File: src/rtl/warp_state_tracker_if.sv
// Event/status bundle between the compute-unit front end (master) and the
// warp state tracker (slave).
interface warp_state_tracker_if #(
    parameter int NUM_WARPS = 4,
    parameter int WARP_W    = 2,
    parameter int LAT_W     = 4
);
    logic                 launch;
    logic [NUM_WARPS-1:0] warp_mask;
    logic                 issue_valid;
    logic [WARP_W-1:0]    issue_warp;
    logic [1:0]           issue_kind;
    logic [LAT_W-1:0]     issue_lat;
    logic                 mem_resp_valid;
    logic [WARP_W-1:0]    mem_resp_warp;
    logic                 matmul_done;
    logic [NUM_WARPS-1:0] ready_warps;
    logic                 run;
    logic                 all_done;
    logic                 err_illegal;

    modport master (
        output launch, warp_mask, issue_valid, issue_warp, issue_kind, issue_lat,
               mem_resp_valid, mem_resp_warp, matmul_done,
        input  ready_warps, run, all_done, err_illegal
    );

    modport slave (
        input  launch, warp_mask, issue_valid, issue_warp, issue_kind, issue_lat,
               mem_resp_valid, mem_resp_warp, matmul_done,
        output ready_warps, run, all_done, err_illegal
    );
endinterface

File: src/rtl/warp_state_tracker.sv
// Per-warp IDLE/READY/wait state table producing ready_warps for the warp selector.
// Optional feature macro WARP_STALL_CNT_EN adds a saturating stall_cycles output.
module warp_state_tracker #(
    parameter int NUM_WARPS = 4,
    parameter int WARP_W    = 2,
    parameter int LAT_W     = 4
) (
    input  logic        clk,
    input  logic        reset,
`ifdef WARP_STALL_CNT_EN
    output logic [15:0] stall_cycles,
`endif
    warp_state_tracker_if.slave bus
);

    typedef enum logic [2:0] {
        WS_IDLE     = 3'd0,
        WS_READY    = 3'd1,
        WS_ALU_BUSY = 3'd2,
        WS_MEM_WAIT = 3'd3,
        WS_MM_WAIT  = 3'd4,
        WS_DONE     = 3'd5
    } warp_state_t;

    typedef enum logic [1:0] {
        KIND_ALU    = 2'b00,
        KIND_MEM    = 2'b01,
        KIND_EXIT   = 2'b10,
        KIND_MATMUL = 2'b11
    } issue_kind_t;

    warp_state_t          state_q   [NUM_WARPS];
    warp_state_t          state_nxt [NUM_WARPS];
    logic [LAT_W-1:0]     cnt_q     [NUM_WARPS];
    logic [LAT_W-1:0]     cnt_nxt   [NUM_WARPS];
    logic [NUM_WARPS-1:0] ready_q, ready_nxt;
    logic                 run_q, run_nxt;
    logic                 done_q, done_nxt;
    logic                 err_q, err_nxt;
    logic                 quiescent;
    logic                 launch_ok;
    issue_kind_t          kind;

    assign launch_ok = bus.launch && !run_q;
    assign kind      = issue_kind_t'(bus.issue_kind);

    // A running kernel is finished once no warp is READY or waiting on anything.
    always_comb begin
        quiescent = run_q;
        for (int i = 0; i < NUM_WARPS; i++) begin
            if (state_q[i] != WS_IDLE && state_q[i] != WS_DONE) quiescent = 1'b0;
        end
    end

    always_comb begin
        // NOTE: every signal driven here gets a default first, so no path leaves one unassigned and infers a latch.
        run_nxt   = run_q;
        done_nxt  = 1'b0;
        err_nxt   = err_q;
        ready_nxt = '0;
        for (int i = 0; i < NUM_WARPS; i++) begin
            state_nxt[i] = state_q[i];
            cnt_nxt[i]   = cnt_q[i];
        end

        if (launch_ok) begin
            run_nxt = 1'b1;
            for (int i = 0; i < NUM_WARPS; i++) begin
                state_nxt[i] = bus.warp_mask[i] ? WS_READY : WS_IDLE;
                cnt_nxt[i]   = '0;
            end
        end else begin
            if (bus.launch) err_nxt = 1'b1;

            // Each event only acts on warps in one specific current state, so they never overlap.
            for (int i = 0; i < NUM_WARPS; i++) begin
                if (state_q[i] == WS_ALU_BUSY) begin
                    if (cnt_q[i] <= LAT_W'(1)) begin
                        state_nxt[i] = WS_READY;
                        cnt_nxt[i]   = '0;
                    end else begin
                        cnt_nxt[i] = cnt_q[i] - LAT_W'(1);
                    end
                end
                if (bus.matmul_done && state_q[i] == WS_MM_WAIT) state_nxt[i] = WS_READY;
            end

            if (bus.mem_resp_valid) begin
                if (state_q[bus.mem_resp_warp] == WS_MEM_WAIT)
                    state_nxt[bus.mem_resp_warp] = WS_READY;
                else
                    err_nxt = 1'b1;
            end

            if (bus.issue_valid) begin
                if (run_q && state_q[bus.issue_warp] == WS_READY) begin
                    case (kind)
                        KIND_ALU: begin
                            if (bus.issue_lat != '0) begin
                                state_nxt[bus.issue_warp] = WS_ALU_BUSY;
                                cnt_nxt[bus.issue_warp]   = bus.issue_lat;
                            end
                        end
                        KIND_MEM:    state_nxt[bus.issue_warp] = WS_MEM_WAIT;
                        KIND_EXIT:   state_nxt[bus.issue_warp] = WS_DONE;
                        KIND_MATMUL: state_nxt[bus.issue_warp] = WS_MM_WAIT;
                    endcase
                end else begin
                    err_nxt = 1'b1;
                end
            end

            if (quiescent) begin
                run_nxt  = 1'b0;
                done_nxt = 1'b1;
                for (int i = 0; i < NUM_WARPS; i++) begin
                    if (state_q[i] == WS_DONE) state_nxt[i] = WS_IDLE;
                end
            end
        end

        for (int i = 0; i < NUM_WARPS; i++) ready_nxt[i] = (state_nxt[i] == WS_READY);
    end

    // NOTE: state registers use non-blocking assignments so every flop samples pre-edge values.
    always_ff @(posedge clk) begin
        if (reset) begin
            // NOTE: the warp table is a few flops, not RAM, and must read IDLE straight after reset, so it is reset.
            for (int i = 0; i < NUM_WARPS; i++) begin
                state_q[i] <= WS_IDLE;
                cnt_q[i]   <= '0;
            end
            ready_q <= '0;
            run_q   <= 1'b0;
            done_q  <= 1'b0;
            err_q   <= 1'b0;
        end else begin
            for (int i = 0; i < NUM_WARPS; i++) begin
                state_q[i] <= state_nxt[i];
                cnt_q[i]   <= cnt_nxt[i];
            end
            ready_q <= ready_nxt;
            run_q   <= run_nxt;
            done_q  <= done_nxt;
            err_q   <= err_nxt;
        end
    end

    assign bus.ready_warps = ready_q;
    assign bus.run         = run_q;
    assign bus.all_done    = done_q;
    assign bus.err_illegal = err_q;

`ifdef WARP_STALL_CNT_EN
    logic [15:0] stall_q;

    // Starved cycles: kernel in flight but nothing ready; value is kept after completion.
    always_ff @(posedge clk) begin
        if (reset || launch_ok)
            stall_q <= '0;
        else if (run_q && ready_q == '0 && stall_q != 16'hFFFF)
            stall_q <= stall_q + 16'd1;
    end

    assign stall_cycles = stall_q;
`endif

endmodule
File: src/flat_wrapper.sv
// flat-port wrapper written by rule: the top's interface ports become plain ports
module warp_state_tracker_flat 
#(
    parameter int NUM_WARPS = 4,
    parameter int WARP_W    = 2,
    parameter int LAT_W     = 4
)
  (clk, reset, bus_launch, bus_warp_mask, bus_issue_valid, bus_issue_warp, bus_issue_kind, bus_issue_lat, bus_mem_resp_valid, bus_mem_resp_warp, bus_matmul_done, bus_ready_warps, bus_run, bus_all_done, bus_err_illegal);
  warp_state_tracker_if #(.NUM_WARPS(NUM_WARPS), .WARP_W(WARP_W), .LAT_W(LAT_W)) bus_i ();
  input  logic clk;
  input  logic reset;
  input wire logic [$bits(bus_i.launch)-1:0] bus_launch;
  input wire logic [$bits(bus_i.warp_mask)-1:0] bus_warp_mask;
  input wire logic [$bits(bus_i.issue_valid)-1:0] bus_issue_valid;
  input wire logic [$bits(bus_i.issue_warp)-1:0] bus_issue_warp;
  input wire logic [$bits(bus_i.issue_kind)-1:0] bus_issue_kind;
  input wire logic [$bits(bus_i.issue_lat)-1:0] bus_issue_lat;
  input wire logic [$bits(bus_i.mem_resp_valid)-1:0] bus_mem_resp_valid;
  input wire logic [$bits(bus_i.mem_resp_warp)-1:0] bus_mem_resp_warp;
  input wire logic [$bits(bus_i.matmul_done)-1:0] bus_matmul_done;
  output wire logic [$bits(bus_i.ready_warps)-1:0] bus_ready_warps;
  output wire logic [$bits(bus_i.run)-1:0] bus_run;
  output wire logic [$bits(bus_i.all_done)-1:0] bus_all_done;
  output wire logic [$bits(bus_i.err_illegal)-1:0] bus_err_illegal;
  assign bus_i.launch = bus_launch;
  assign bus_i.warp_mask = bus_warp_mask;
  assign bus_i.issue_valid = bus_issue_valid;
  assign bus_i.issue_warp = bus_issue_warp;
  assign bus_i.issue_kind = bus_issue_kind;
  assign bus_i.issue_lat = bus_issue_lat;
  assign bus_i.mem_resp_valid = bus_mem_resp_valid;
  assign bus_i.mem_resp_warp = bus_mem_resp_warp;
  assign bus_i.matmul_done = bus_matmul_done;
  assign bus_ready_warps = bus_i.ready_warps;
  assign bus_run = bus_i.run;
  assign bus_all_done = bus_i.all_done;
  assign bus_err_illegal = bus_i.err_illegal;
  warp_state_tracker #(.NUM_WARPS(NUM_WARPS), .WARP_W(WARP_W), .LAT_W(LAT_W)) u_core (.clk(clk), .reset(reset), .bus(bus_i));
endmodule
File: config.mk
export PLATFORM = sky130hd
export DESIGN_NAME = warp_state_tracker_flat
export DESIGN_NICKNAME = d
export VERILOG_FILES = /design/src/rtl/warp_state_tracker_if.sv /design/src/rtl/warp_state_tracker.sv /design/src/flat_wrapper.sv
export SDC_FILE = /design/constraint.sdc
export NUM_CORES = 1
export LEC_CHECK = 0
export ABC_AREA = 0
export CAP_MARGIN = 10
export CELL_PAD_IN_SITES_DETAIL_PLACEMENT = 0
export CELL_PAD_IN_SITES_GLOBAL_PLACEMENT = 1
export CORE_MARGIN = 1.5
export CORE_UTILIZATION = 43
export DETAILED_ROUTE_END_ITERATION = 12
export PLACE_DENSITY = 0.85
export SKIP_CTS_REPAIR_TIMING = 1
export SKIP_LAST_GASP = 1
export SYNTH_ARGS = -nofsm -noshare
export SYNTH_HDL_FRONTEND = slang
export SYNTH_SLANG_ARGS = --single-unit
export TNS_END_PERCENT = 10
File: constraint.sdc
create_clock -name clk -period 2.3 [get_ports clk]
set_clock_uncertainty 0.05 [all_clocks]
set_input_delay 0.46 -clock clk [delete_from_list [all_inputs] [get_ports clk]]
set_output_delay 0.46 -clock clk [all_outputs]
set_load 0.01 [all_outputs]
==> results_dict.tcl <==
set metrics [dict create \
    port_buffers 26 \
    intPower_mw 0.9850 \
    pwr-share-clk_pct 34.0 \
    switching_share_pct 27.73 \
    ys_seq_area_share_pct 27.08 \
    synthMuxAreaShare_pct 4.304 \
    fin_crit_ns 2.159 \
    netlist_instances 316 \
    end_kind "flip-flop" \
    cts_buffers 5 \
    grt_pass1_wl_um 11770 \
    cts_htree_levels 2 \
    required_ns 2.47 \
    rsz0062_at_grt "true" \
    finalHoldViolCount 0 \
    drt_first_pass_iters 4 \
    drc 0 \
    nets 393 \
    hp-start "u_core.bus.err_illegal$_SDFFE_PP0N_" \
    grt-ovfl-total 0 \
    design.die.area_um2 6492 \
    synth_cell_types 64 \
    grt_pass1_vias 2463 \
    maxCapViolations 0 \
    clk_path_buf_depth 2 \
    via_per_inst 5.843 \
    synth_compound_area_share_pct 25.92 \
    synth_adder_area_share_pct 3.868 \
    r2r-start "u_core.state_q[1][1]$_SDFF_PP0_" \
    synth_seq_cells 35 \
    leakage_nw 1.182 \
    power.total_mw 1.363 \
    clock_latency_ns 0.29 \
    ys.flop_type "dfxtp_1" \
    hold_depth 2 \
    area_delta_synth_final_pct 23.79 \
    rrSetupSlack_ns 0.35 \
    syn_area_per_cell_um2 8.188 \
    crit_start "bus_issue_warp[1]" \
    cts.sinks 35 \
    setup_viol 0 \
    synth-simple-area-share_pct 31.67 \
    r2r-end "u_core.state_q[2][1]$_SDFF_PP0_" \
    synthDominantCellAreaShare_pct 27.08 \
    num_io_pins 27 \
    drive_gt1_share_pct 19.73 \
    drtIter0Drc 142 \
    mappedNetlistNets 344 \
    cts_tree "built" \
    grt_use_total_pct 23.86 \
    synth_top_family_by_area "simple AND/OR/NAND/NOR gates" \
    grt_max_degree 12 \
    ys_top_cells_by_area "dfxtp_1 (27%), nor2_1 (5.7%), ha_1 (3.9%)" \
    worst-endpoint-arrival_ns 2.33 \
    power_frac_comb_pct 18.8 \
    final.fill_count 553 \
    finalWorstSetupSlack_ns 0.1408 \
    path_max_fanout 6 \
    whs_ns 0.4700 \
    switchingPower_mw 0.3780 \
    row_count 28 \
    powerDensity_nw_per_um2 425.5 \
    report.final.slew_viol_count 0 \
    maxSlewHeadroom_pct 62.49 \
    reg2reg_depth 5 \
    wire_per_inst_um 16.55 \
    vdd_ir_drop_max_uv 319.1 \
    run_status "finished clean" \
    num_antenna_cells 0 \
    clock-root-buffer "clkbuf_8" \
    yosysTopAreaCell "dfxtp_1" \
    fmax_mhz 463.1 \
    critical_path_class "input pin to flip-flop" \
    fin_crit_sh_pct 93.88 \
    placed_area_um2 3110 \
    synth_edf_count 0 \
    hp-class "flip-flop to flip-flop" \
    cts.clk_slew.worst_paths_ns 0.07 \
    startpoint_type "input pin" \
    coreArea_um2 5851 \
    final_area_um2 3203 \
    synth_area_um2 2587 \
    via_count 2571 \
    place.gp.congestion 0.8769 \
    die_w_um 80.57 \
    holdPathEnd "u_core.bus.err_illegal$_SDFFE_PP0N_" \
    synth_warnings 0 \
    die_h_um 80.57 \
    ant_nets 0 \
    tightestPinTransition_ns 0.5589 \
    synth-xor-area-share_pct 1.354 \
    dp_hpwl_um 5592 \
    routed_wl_um 7283 \
    async_flop_share_pct 0 \
    antenna_found_initial 0 \
    pre_cts_slack_ns -0.2439 \
    initial_utilization_pct 44.23 \
    power_frac_seq_pct 47.2 \
]
-- per-layer routing --
layer | GRT usage (%) | vias to the layer above | part of all wire (%)
met5 | 0 | - | 0
li1 | - | 1273 | -
met4 | 9.138 | 0 | 1.8
met3 | 3.068 | 11 | 5.6
met1 | 30.87 | 1216 | 46
met2 | 40.00 | 71 | 47
-- sequential cells by signal, indices dropped and copies added, names as in the netlist --
name	cells
u_core.bus.all_done	1
u_core.bus.err_illegal	1
u_core.bus.ready_warps	4
u_core.bus.run	1
u_core.cnt_q	16
u_core.state_q	12
-- Yosys cell counts (4+ instances only) --
cell type   n
or3b_2      4
dfxtp_1    35
o21bai_1    6
buf_2       6
nor2_1     39
mux2i_1    10
a21oi_1     9
clkbuf_1   10
inv_1      15
o31ai_1     6
a211oi_1   12
a211oi_2    6
nand2_1    13
nand4b_1    4
nor3b_1     4
nand3_1     7
nor3_1     10
nand2b_1    9
or3_1       6
nand3b_1    4
nor4_1      8
ha_1        8
a31oi_1     4
o21ai_0    17
-- power groups by stage --
stage | logic, mW | clock network [mW] | registers (mW)
after floorplan | 0.130 | 0 | 0.645
after CTS | 0.253 | 0.472 | 0.643
after global routing | 0.275 | 0.497 | 0.646
final | 0.256 | 0.463 | 0.644
after detailed placement | 0.251 | 0 | 0.657
after global placement | 0.249 | 0 | 0.657
-- metrics by stage --
stage	setup TNS (ns)	utilization, %	instances
5_1_grt	-0.01491	54.75	440
6_report	0	54.75	440
3_5_place_dp	-1.973	53.17	433
4_1_cts	0	54.66	440
2_1_floorplan	0	-	316
3_3_place_gp	-1.183	53.17	433
-- area by class of cell --
type                       instances  area [um^2]  share of cell area (%)
inverter                          15        56.30                   1.758
multi-input combinational        247         1742                   54.38
clock buffer                       6        82.58                   2.578
timing repair buffer              61        523.0                   16.33
tap                               75        93.84                   2.930
sequential                        35        700.7                   21.88
clock inverter                     1        5.005                  0.1563
-- worst max-delay path: stages --
cell	delay, ns
clkdlybuf4s50_1	0.56
or2_4	0.31
or4_4	0.49
or3_1	0.36
a21oi_1	0.15
-- cell families after synthesis --
kind of cell               Yosys count
adders and majority gates            8
DFF                                 35
buffers and inverters               34
muxes                               11
and+or+nand+nor                    138
AOI/OAI and AO/OA                   86
xor gates and xnor gates             4
-- cell usage in the layout, fill, tap and decap left out, types with 3 or more instances in the layout --
cell type        synthesis  routed
or3b_2                   4       4
and3_1                   3       3
o21ai_0                 17      17
a21oi_1                  9       9
a211oi_2                 6       7
nand4_1                  3       3
or3_1                    6       6
a21o_1                   3       3
dfxtp_1                 35      35
nor3_1                  10      10
mux2i_1                 10      10
or2_2                    3       3
nor4_1                   8       8
ha_1                     8       8
a211oi_1                12      11
xnor2_1                  3       3
clkbuf_8                 0       6
nor2_1                  39      39
o31ai_1                  6       6
o22ai_1                  3       3
o41a_1                   3       3
o32ai_1                  3       3
clkdlybuf4s50_1          0      26
o21bai_1                 6       6
nand2b_1                 9       9
nand4b_1                 4       4
nand2_1                 13      13
nand3_1                  7       7
buf_4                    0      35
nand3b_1                 4       4
inv_1                   15      15
a31oi_1                  4       4
nor3b_1                  4       4
-- worst max path at each step --
stage | depth (start not counted) | to
2_1_floorplan | 6 | u_core.cnt_q[3][0]$_SDFF_PP0_
3_3_place_gp | 5 | u_core.state_q[2][1]$_SDFF_PP0_
3_5_place_dp | 5 | u_core.state_q[2][1]$_SDFF_PP0_
4_1_cts | 5 | u_core.state_q[2][1]$_SDFF_PP0_
5_1_grt | 6 | u_core.cnt_q[1][0]$_SDFF_PP0_
6_report | 5 | u_core.state_q[0][1]$_SDFF_PP0_
No activity file was read; power rests on OpenSTA's default activity.
